## config.mk

```make
export PLATFORM = sky130hd
export DESIGN_NAME = seg7_scan_ctrl_flat
export DESIGN_NICKNAME = d
export VERILOG_FILES = /design/src/rtl/seg7_scan_ctrl_if.sv /design/src/rtl/seg7_scan_ctrl.sv /design/src/flat_wrapper.sv
export SDC_FILE = /design/constraint.sdc
export NUM_CORES = 1
export LEC_CHECK = 0
export CORE_UTILIZATION = 30
export DETAILED_ROUTE_END_ITERATION = 7
export HOLD_SLACK_MARGIN = 0.03
export PLACE_DENSITY = 0.54
export SLEW_MARGIN = 20
export SYNTH_ARGS = -nofsm -noshare
export SYNTH_HDL_FRONTEND = slang
export SYNTH_SLANG_ARGS = --single-unit
```

## constraint.sdc

```tcl
create_clock -name clk -period 4.7 [get_ports clk]
set_clock_uncertainty 0.1 [all_clocks]
set_input_delay 0.705 -clock clk [delete_from_list [all_inputs] [get_ports clk]]
set_output_delay 0.705 -clock clk [all_outputs]
set_load 0.05 [all_outputs]
```

## src/rtl/seg7_scan_ctrl_if.sv

```systemverilog
// seg7_scan_ctrl_if: load port and scan outputs of the 7-segment scan controller.
// master = load source / display driver side, slave = scan controller.
interface seg7_scan_ctrl_if #(
   parameter int DIGITS = 8
);
   logic                  load;
   logic [4*DIGITS-1:0]   load_data;
   logic                  pending;
   logic [3:0]            dig_num;
   logic [DIGITS-1:0]     dig_sel;
   logic                  frame_done;

   modport master (
      output load, load_data,
      input  pending, dig_num, dig_sel, frame_done
   );

   modport slave (
      input  load, load_data,
      output pending, dig_num, dig_sel, frame_done
   );
endinterface

```

## src/rtl/seg7_scan_ctrl.sv

```systemverilog
// seg7_scan_ctrl: time-multiplexed common-anode 7-segment scan controller with a
// double-buffered display value; SEG7_SCAN_LZB_EN enables leading-zero blanking.
module seg7_scan_ctrl #(
   parameter int DIGITS = 8,
   parameter int DWELL  = 50000,
   parameter int BLANK  = 16
) (
   input logic             clk,
   input logic             rst,
   seg7_scan_ctrl_if.slave bus
);
   localparam int MAXC = (DWELL > BLANK) ? DWELL : BLANK;
   localparam int CW   = (MAXC > 1) ? $clog2(MAXC) : 1;
   localparam int IW   = (DIGITS > 1) ? $clog2(DIGITS) : 1;
   localparam int VW   = 4 * DIGITS;

   typedef enum logic {
      S_BLANK,
      S_SHOW
   } state_t;

   state_t            state_q, state_d;
   logic [IW-1:0]     idx_q, idx_d;
   logic [CW-1:0]     cnt_q, cnt_d;
   logic [VW-1:0]     active_q, active_d;
   logic [VW-1:0]     pend_q, pend_d;
   logic              pending_q, pending_d;
   logic [3:0]        num_q, num_d;
   logic [DIGITS-1:0] sel_q, sel_d;
   logic              frame_done;
   logic              lit;

`ifdef SEG7_SCAN_LZB_EN
   // A digit is dark when it and every more significant nibble are zero.
   function automatic logic lz_dark(input logic [VW-1:0] v,
                                    input logic [IW-1:0] i);
      logic dark;
      dark = (i != '0);
      for (int k = 0; k < DIGITS; k++) begin
         if (k >= int'(i) && v[4*k +: 4] != 4'h0) dark = 1'b0;
      end
      return dark;
   endfunction

   assign lit = !lz_dark(active_d, idx_d);
`else
   assign lit = 1'b1;
`endif

   // State, counters, buffers and registered display outputs.
   always_ff @(posedge clk or negedge rst) begin
      if (!rst) begin
         state_q   <= S_BLANK;
         idx_q     <= '0;
         cnt_q     <= '0;
         active_q  <= '0;
         pend_q    <= '0;
         pending_q <= 1'b0;
         num_q     <= 4'h0;
         sel_q     <= '1;
      end else begin
         state_q   <= state_d;
         idx_q     <= idx_d;
         cnt_q     <= cnt_d;
         active_q  <= active_d;
         pend_q    <= pend_d;
         pending_q <= pending_d;
         num_q     <= num_d;
         sel_q     <= sel_d;
      end
   end

   // Blank/show sequencing, digit advance, frame-boundary commit, load capture.
   always_comb begin
      state_d    = state_q;
      idx_d      = idx_q;
      cnt_d      = cnt_q;
      active_d   = active_q;
      pend_d     = pend_q;
      pending_d  = pending_q;
      frame_done = 1'b0;
      unique case (state_q)
         S_BLANK: begin
            if (cnt_q == CW'(BLANK - 1)) begin
               cnt_d   = '0;
               state_d = S_SHOW;
            end else begin
               cnt_d = cnt_q + CW'(1);
            end
         end
         S_SHOW: begin
            if (cnt_q == CW'(DWELL - 1)) begin
               cnt_d   = '0;
               state_d = S_BLANK;
               if (idx_q == IW'(DIGITS - 1)) begin
                  idx_d      = '0;
                  frame_done = 1'b1;
                  if (pending_q) begin
                     active_d  = pend_q;
                     pending_d = 1'b0;
                  end
               end else begin
                  idx_d = idx_q + IW'(1);
               end
            end else begin
               cnt_d = cnt_q + CW'(1);
            end
         end
         default: ;
      endcase
      // A load on the commit edge re-arms pending with the new data.
      if (bus.load) begin
         pend_d    = bus.load_data;
         pending_d = 1'b1;
      end
   end

   // Output values for the next cycle, so dig_num is valid as BLANK starts.
   always_comb begin
      num_d = active_d[{idx_d, 2'b00} +: 4];
      sel_d = '1;
      if (state_d == S_SHOW && lit) sel_d[idx_d] = 1'b0;
   end

   assign bus.pending    = pending_q;
   assign bus.dig_num    = num_q;
   assign bus.dig_sel    = sel_q;
   assign bus.frame_done = frame_done;

endmodule

```

## src/flat_wrapper.sv

```systemverilog
// flat-port wrapper written by rule: the top's interface ports become plain ports
module seg7_scan_ctrl_flat 
#(
   parameter int DIGITS = 8,
   parameter int DWELL  = 50000,
   parameter int BLANK  = 16
)
  (clk, rst, bus_load, bus_load_data, bus_pending, bus_dig_num, bus_dig_sel, bus_frame_done);
  seg7_scan_ctrl_if #(.DIGITS(DIGITS)) bus_i ();
  input logic clk;
  input logic rst;
  input wire logic [$bits(bus_i.load)-1:0] bus_load;
  input wire logic [$bits(bus_i.load_data)-1:0] bus_load_data;
  output wire logic [$bits(bus_i.pending)-1:0] bus_pending;
  output wire logic [$bits(bus_i.dig_num)-1:0] bus_dig_num;
  output wire logic [$bits(bus_i.dig_sel)-1:0] bus_dig_sel;
  output wire logic [$bits(bus_i.frame_done)-1:0] bus_frame_done;
  assign bus_i.load = bus_load;
  assign bus_i.load_data = bus_load_data;
  assign bus_pending = bus_i.pending;
  assign bus_dig_num = bus_i.dig_num;
  assign bus_dig_sel = bus_i.dig_sel;
  assign bus_frame_done = bus_i.frame_done;
  seg7_scan_ctrl #(.DIGITS(DIGITS), .DWELL(DWELL), .BLANK(BLANK)) u_core (.clk(clk), .rst(rst), .bus(bus_i));
endmodule
```

### Word-level counts from Yosys, hierarchy flattened

Index checks and enable logic that the tools add are counted.

| storage, ports and cells | value |
|---|---|
| register bits after elaboration | 97 |
| logic and storage cells | 46 |
| input bits | 35 |
| output and inout bits | 14 |

| operators by class | value |
|---|---|
| equal/unequal tests | 3 |
| reduce and logical (&&, ||, !) cells | 5 |
| bitwise operators | 2 |
| order comparisons | 2 |
| shift operators | 1 |
| multiplexer cells | 23 |
| add/sub/neg operators | 2 |

Operators by type and width:

| cell | number |
|---|---|
| $mux 32 | 4 |
| $mux 16 | 2 |
| $pmux 16 s2 | 1 |
| $shiftx 32x6->4 | 1 |
| $add 16x1->16 const B | 1 |
| $eq 16x16->1 const B | 1 |
| $eq 16x4->1 const B | 1 |
| $mux 1 | 10 |
| $mux 3 | 3 |
| $mux 8 | 1 |
| $not 8->8 | 1 |
| $reduce_bool 2->1 | 3 |
| $lt 3x4->1 const B | 1 |
| $add 3x1->3 const B | 1 |
| $demux 1 s3 | 1 |
| $eq 3x3->1 const B | 1 |
| $ge 3x1->1 const B | 1 |
| $reduce_and 3->1 | 1 |
| $pmux 1 s2 | 1 |
| $logic_and 1x1->1 | 1 |
| $not 1->1 | 1 |

### Logic depth before layout (Yosys ltp)

Gate-level depths: netlist (run 1).

| logic depth | value |
|---|---|
| depth after elaboration | 10 |
| depth in mapped cells | 10 |
| depth with buffers taken out | 8 |

### Worst setup path after synthesis (run 1)

Ideal clock, no wire load.

| timing | value |
|---|---|
| kind | register to register |
| start point | register u_core.cnt_q[4] |
| end point | register u_core.num_q[3], in the netlist u_core.bus.dig_num[3] |
| slack | 2.081 ns |
| buffers on the path | 0 |
| period minus slack after synthesis | 2.619 ns |
| library setup time | 0.144 ns |
| required time | 4.456 ns |
| data arrival time | 2.375 ns |
| cell stages (with the launch flop) | 8 |
| path through | dfrtp_1 -> nor4_1 -> nand3_1 -> nor3_4 -> mux2_2 -> mux2_2 -> a211oi_1 -> o221ai_1 |

| between the ends | value |
|---|---|
| cells in the longest elaborated chain, start to end | 4 |
| elaborated cells on any way between the ends | 6 |
| those cells by class | 1 x eq/ne; 1 x shift; 4 x mux |

RTL lines:

| element | line | source |
|---|---|---|
| start, declared | seg7_scan_ctrl.sv:24 | `logic [CW-1:0] cnt_q, cnt_d;` |
| start signal, assigned | seg7_scan_ctrl.sv:64 | `cnt_q <= cnt_d;` |
| $eq 16x16->1 | seg7_scan_ctrl.sv:92 | `if (cnt_q == CW'(DWELL - 1)) begin` |
| $mux 32 | seg7_scan_ctrl.sv:92 |  |
| $mux 32 | seg7_scan_ctrl.sv:82 | `unique case (state_q)` |
| net u_core.active_d[11] | seg7_scan_ctrl.sv:25 | `logic [VW-1:0] active_q, active_d;` |
| $shiftx 32x6->4 | seg7_scan_ctrl.sv:120 | `num_d = active_d[{idx_d, 2'b00} +: 4];` |
| net u_core.num_d[3] | seg7_scan_ctrl.sv:28 | `logic [3:0] num_q, num_d;` |
| end signal, assigned | seg7_scan_ctrl.sv:68 | `num_q <= num_d;` |
| end, declared | seg7_scan_ctrl.sv:28 |  |

The timed path passes the listed nets, and every way through them passes these cells.
A chain may end at the register's enable or synchronous reset.

### Worst setup path after layout (run 1)

| timing | value |
|---|---|
| start point | register u_core.idx_q[0] |
| end point | output bus_frame_done |

| between the ends | value |
|---|---|
| cells in the longest elaborated chain, start to end | 4 |

RTL lines:

| element | line | source |
|---|---|---|
| start, declared | seg7_scan_ctrl.sv:23 | `logic [IW-1:0] idx_q, idx_d;` |
| start signal, assigned | seg7_scan_ctrl.sv:63 | `idx_q <= idx_d;` |
| $eq 3x3->1 | seg7_scan_ctrl.sv:95 | `if (idx_q == IW'(DIGITS - 1)) begin` |
| $mux 1 | seg7_scan_ctrl.sv:95 |  |
| $mux 1 | seg7_scan_ctrl.sv:92 |  |
| $mux 1 | seg7_scan_ctrl.sv:82 |  |
| end, declared | flat_wrapper.sv:17 | `output wire logic [$bits(bus_i.frame_done)-1:0] bus_frame_done;` |

Every way passes these cells.

==> results.toml, run 1 <==
[critical_path]
cp.arrival_ns = 2.51
rrSetupSlack_ns = 1.49
cp-start-kind = "flip-flop"
ff2ff_path_depth = 9
reg2reg_to = "u_core.bus.dig_num[2]$_DFF_PN0_"
cp.required_ns = 3.89
slowest_stage = "clkdlybuf4s50_1"
end_kind = "output pin"
worst-setup-path-type = "flip-flop to output pin"
path_cells = "ha_1, ha_1, and3_1, clkdlybuf4s50_1"
cpPeakStageDelay_ns = 0.81
timing.rr.start = "u_core.idx_q[0]$_DFF_PN0_"
worstPathMaxFanout = 15
worst_path_most_repeated_cell = "ha_1"
setup.worst_path.start = "u_core.idx_q[0]$_DFF_PN0_"

[sta]
drv_slew = 0
setup_viol = 0
hold_slack_ns = 0.326
period_share = 0.705
finalHoldViolations = 0
tightest_slew_ns = 0.887
rsz0062_at_grt = "false"
fmax_mhz = 302
min_period_ns = 3.32
setup_slack_ns = 1.38
slew_headroom = 0.392
setup_tns_ns = 0

[detailed_routing]
routed_wl_um = 9300
vias = 2838
drc = 0
dr.pass1.iters = 5
wl_per_cell_um = 15.5
via_per_inst = 4.74
ant_nets = 0
drt-initial-drc-count = 119

[floorplan]
initial_core_util = 0.311
row_count = 43
dieArea_sq_mm = 0.0150
core-area_sq_mm = 0.0140
die_w_um = 123
die_h_um = 123
ios = 49

[cells_and_area]
syn_to_final_growth_pct = 21.4
mostFrequentLayoutCell = "dfrtp_1"
stdcell_area_sq_mm = 0.00530
final_cells = 599
fin_util = 0.377
final_cell_mix = "dfrtp_1 (89), nand2_1 (58), mux2_2 (51), clkdlybuf4s50_1 (47), nor2_1 (21)"
finalNetCount = 453
n_antenna_cell = 0
drive_above_1_share = 0.222

[clocking]
clock_path_buffers = 2
hold_buffers = 0
post_cts_buffers = 0
cts_max_level = 3
root_buffer = "clkbuf_16"
cts_buffers = 9
cts_tree = "built"
clkLatencyLatePin_ns = 0.35
ctsResizeCount = 0
clkTransAtPathRegs_ns = 0.07
clkSinkCount = 97

[yosys]
synth_top_area_share = 0.511
yosysWarnings = 0
ys_seq_area_frac = 0.559
synthDistinctLibCells = 42
yosys.area.top_type = "dfrtp_1"
synth.area.top_cells = "dfrtp_1 (51%), mux2_2 (13%), nand2_1 (5.0%)"
synth_ff_type = "dfrtp_1"
synth_enable_flop_cells = 0
syn_inst = 363
synthArstFlopShare = 1.00
syn_nets = 402
ys_seq_elements = 97
synth_area_sq_mm = 0.00436
syn_avg_cell_area_sq_um = 12.0

[power]
power_leakage_nw = 2.35
combPwrFrac = 0.051
swShare = 0.223
total_power_mw = 1.66
p_clk_frac = 0.419
p_int_mw = 1.29
power.switching_mw = 0.371
p_seq_frac = 0.531
ir_drop_mv = 0.181
powerDensity_mw_per_mm2 = 314

[place]
dp_hpwl_um = 6410
io_buffers = 48
place_inst = 583
dpl_worst_slack_ns = 1.51
place_congestion = 0.765
postPlaceCellArea_sq_mm = 0.00501

[global_route]
overflow = 0
grt_pass1_wl_um = 15800
first_global_vias = 2984
grt_start_max_net_pins = 58
grt_usage = 0.140
antenna_found_initial = 0

[run]
maxCapViolations = 0

[worst_hold_path]
hp-class = "input port to asynchronous set/reset pin"

[run_status]
status = "finished, final reports clean"
[cell families after synthesis]
family	Yosys count	share of synthesized area
compound gates	35	0.0588
simple gates	118	0.121
xor+xnor	14	0.0281
flops	97	0.559
fa+ha+maj	4	0.0115
buf+inv	22	0.0278
mux	73	0.194
[per-layer routing]
| metal | GRT usage | routed length [um] |
|---|---|---|
| met1 | 0.189 | 4520 |
| met2 | 0.213 | 4280 |
| met3 | 0.0297 | 298 |
| met4 | 0.0678 | 197 |
| met5 | 0 | 0 |
[cells in the mapped netlist (5+ instances only)]
master     n
dfrtp_1   89
nand2_1   58
mux2_2    51
nor2_1    21
mux2i_1   12
mux2_4    10
nand3_1   10
nor3_1    10
dfstp_2    8
inv_1      8
and3_1     7
xnor2_1    7
xor2_1     7
a22oi_1    6
o21ai_0    6
clkbuf_1   5
[worst max-delay path: cells and delay by family (launching register included)]
family	cells	cell delay, ns
buffers and inverters	1	0.81
flip-flops	1	0.69
adder cells (fa/ha/maj)	2	0.45
AND/OR/NAND/NOR	1	0.21
[power by group through the flow]
stage | combinational, mW | clock (mW) | sequential, mW
finish | 0.0840 | 0.696 | 0.882
global route | 0.0937 | 0.759 | 0.886
CTS | 0.0868 | 0.718 | 0.882
detailed placement | 0.0865 | 0 | 0.898
global placement | 0.0855 | 0 | 0.897
floorplan | 0.0369 | 0 | 0.890
[flip-flops by register name, indices dropped and copies added (netlist names)]
register,cells
u_core.active_q,32
u_core.state_q,1
u_core.idx_q,3
u_core.bus.pending,1
u_core.pend_q,32
u_core.bus.dig_sel,8
u_core.cnt_q,16
u_core.bus.dig_num,4
[area by class of cell]
| type | instances | area (sq um) |
|---|---|---|
| fillers | 1350 | 8750 |
| flip-flops and latches | 97 | 2440 |
| multi-input cells | 244 | 1800 |
| repair buffers | 53 | 515 |
| clock buffers | 11 | 243 |
| well taps | 180 | 225 |
| clock inverters | 5 | 37.5 |
| inverters | 9 | 33.8 |
[worst max path at each step]
| stage | slack [ns] | depth (start not counted) | to |
|---|---|---|---|
| after floorplan | 2.08 | 7 | u_core.bus.dig_num[3]$_DFF_PN0_ |
| after global placement | 1.54 | 8 | u_core.bus.dig_num[2]$_DFF_PN0_ |
| after detailed placement | 1.51 | 9 | u_core.bus.dig_num[2]$_DFF_PN0_ |
| after CTS | 1.38 | 4 | bus_frame_done |
| after global routing | 1.26 | 9 | u_core.bus.dig_num[2]$_DFF_PN0_ |
| final | 1.38 | 4 | bus_frame_done |
No activity file was read; power rests on OpenSTA's default activity.
==> inputs of run 2 (changes only) <==
--- a/config.mk
+++ b/config.mk
@@ -8,7 +8,7 @@
 export CORE_UTILIZATION = 30
 export DETAILED_ROUTE_END_ITERATION = 7
 export HOLD_SLACK_MARGIN = 0.03
-export PLACE_DENSITY = 0.54
+export PLACE_DENSITY = 0.56
 export SLEW_MARGIN = 20
 export SYNTH_ARGS = -nofsm -noshare
 export SYNTH_HDL_FRONTEND = slang
==> constraint.sdc (replaced) <==
create_clock -name clk -period 3 [get_ports clk]
set_clock_uncertainty 0.1 [all_clocks]
set_input_delay 0.45 -clock clk [delete_from_list [all_inputs] [get_ports clk]]
set_output_delay 0.45 -clock clk [all_outputs]
set_load 0.05 [all_outputs]
==> run 2 against run 1 <==
  * Sequential power rose by 56%
  * Utilization grew 0.61 points
  * Design area grew 1.6%
  * Critical path type is now flip-flop to flip-flop
  * Critical endpoint is now u_core.bus.dig_num[2]$_DFF_PN0_
==> results.toml, run 2 (synthesis results as in run 1) <==
[run_status]
status = "finished, final reports clean"

[floorplan]
core-area_sq_mm = 0.0140
die_h_um = 123
die_w_um = 123
row_count = 43
ios = 49
initial_core_util = 0.311
dieArea_sq_mm = 0.0150

[critical_path]
reg2reg_to = "u_core.bus.dig_num[2]$_DFF_PN0_"
worstSetupEndpoint = "u_core.bus.dig_num[2]$_DFF_PN0_"
ff2ff_path_depth = 8
setup.worst_path.start = "u_core.cnt_q[4]$_DFF_PN0_"
cp.required_ns = 3.10
rrSetupSlack_ns = 0.22
timing.rr.start = "u_core.cnt_q[4]$_DFF_PN0_"
worstPathMaxFanout = 10
cp-start-kind = "flip-flop"
cp.arrival_ns = 2.89
worst-setup-path-type = "flip-flop to flip-flop"
end_kind = "flip-flop"

[power]
ir_drop_mv = 0.224
p_int_mw = 2.00
total_power_mw = 2.59
powerDensity_mw_per_mm2 = 481
p_seq_frac = 0.534
combPwrFrac = 0.052
swShare = 0.227
p_clk_frac = 0.414
power.switching_mw = 0.586
power_leakage_nw = 2.41

[clocking]
hold_buffers = 0
clkSinkCount = 97
cts_tree = "built"
clock_path_buffers = 2
cts_max_level = 3
clkLatencyLatePin_ns = 0.35
cts_buffers = 9
root_buffer = "clkbuf_16"
post_cts_buffers = 0
ctsResizeCount = 0
clkTransAtPathRegs_ns = 0.06

[place]
dp_hpwl_um = 6220
io_buffers = 48
place_congestion = 0.773

[sta]
period_share = 0.928
finalHoldViolations = 0
setup_tns_ns = 0
rsz0062_at_grt = "false"
min_period_ns = 2.78
slew_headroom = 0.520
tightest_slew_ns = 0.715
drv_slew = 0
setup_viol = 0
fmax_mhz = 359

[worst_hold_path]
hp-class = "input port to asynchronous set/reset pin"

[detailed_routing]
drc = 0
wl_met3_um = 318
dr.pass1.iters = 4
routed_wl_um = 9110
top_layer = "met4"
ant_nets = 0
wirelength_met1_um = 4430
vias = 2870
wl_per_cell_um = 15.0
drt-initial-drc-count = 132
via_per_inst = 4.74
wl_met2_um = 4150

[cells_and_area]
finalNetCount = 461
multi_input_area_sq_mm = 0.00181
drive_above_1_share = 0.239
final_cell_mix = "dfrtp_1 (89), nand2_1 (58), mux2_2 (51), clkdlybuf4s50_1 (46), nor2_1 (21)"
fillCellCount = 1325
syn_to_final_growth_pct = 23.4
mostFrequentLayoutCell = "dfrtp_1"
n_antenna_cell = 0
reg.largest.list = "u_core.active_q (32), u_core.pend_q (32), u_core.cnt_q (16)"
seq_area_sq_mm = 0.00244

[global_route]
first_global_vias = 2904
antenna_found_initial = 0
overflow = 0
grt_start_max_net_pins = 53
grt_usage = 0.135
grt_pass1_wl_um = 15100

[run]
maxCapViolations = 0
-- run 2: power by group through the flow --
stage / sequential (mW) / clock [mW] / combinational, mW
after floorplan: 1.39 / 0 / 0.0578
final: 1.38 / 1.07 / 0.134
after CTS: 1.38 / 1.10 / 0.139
after detailed placement: 1.41 / 0 / 0.138
after global routing: 1.39 / 1.16 / 0.149
after global placement: 1.41 / 0 / 0.135
-- run 2: final cells by class --
class,instances,share of cell area
sequential,97,0.453
multi-input combinational,244,0.337
timing repair buffer,61,0.112
clock buffer,10,0.0425
tap,180,0.0419
clock inverter,5,0.00721
inverter,9,0.00628
-- run 2: worst max-delay path: stages, from the launching register on --
cell and delay, ns:
dfrtp_1 0.43, nor4_2 0.37, and3_1 0.23, nand2_1 0.24, buf_4 0.27, mux2i_1 0.19, clkinv_1 0.31, o21bai_1 0.33
o2111ai_1 0.16
-- run 2: metal layers --
metal / track usage / up-vias
li1: - / 1394
met1: 0.186 / 1415
met2: 0.202 / 48
met3: 0.0251 / 13
met4: 0.0686 / 0
met5: 0 / -
-- run 2: metrics by stage --
| stage | std cells | util | instance area [sq um] | hold WS, ns | setup WS (ns) |
|---|---|---|---|---|---|
| 4_1_cts | 606 | 0.382 | 5370 | 0.0326 | 0.0358 |
| 2_1_floorplan | 363 | - | 4360 | 0.0544 | 0.381 |
| 3_5_place_dp | 591 | 0.363 | 5100 | 0.356 | 0.141 |
| 5_1_grt | 606 | 0.383 | 5380 | 0.0630 | 0.0213 |
| 3_3_place_gp | 591 | 0.363 | 5100 | 0.343 | 0.256 |
| 6_report | 606 | 0.383 | 5380 | 0.00829 | 0.217 |
-- run 2: worst min path at each step --
stage / end / cells after the start
CTS: u_core.active_q[30]$_DFF_PN0_ / 1
global placement: u_core.cnt_q[0]$_DFF_PN0_ / 1
finish: u_core.cnt_q[0]$_DFF_PN0_ / 1
floorplan: u_core.active_q[0]$_DFF_PN0_ / 0
detailed placement: u_core.cnt_q[0]$_DFF_PN0_ / 1
global route: u_core.state_q$_DFF_PN0_ / 1
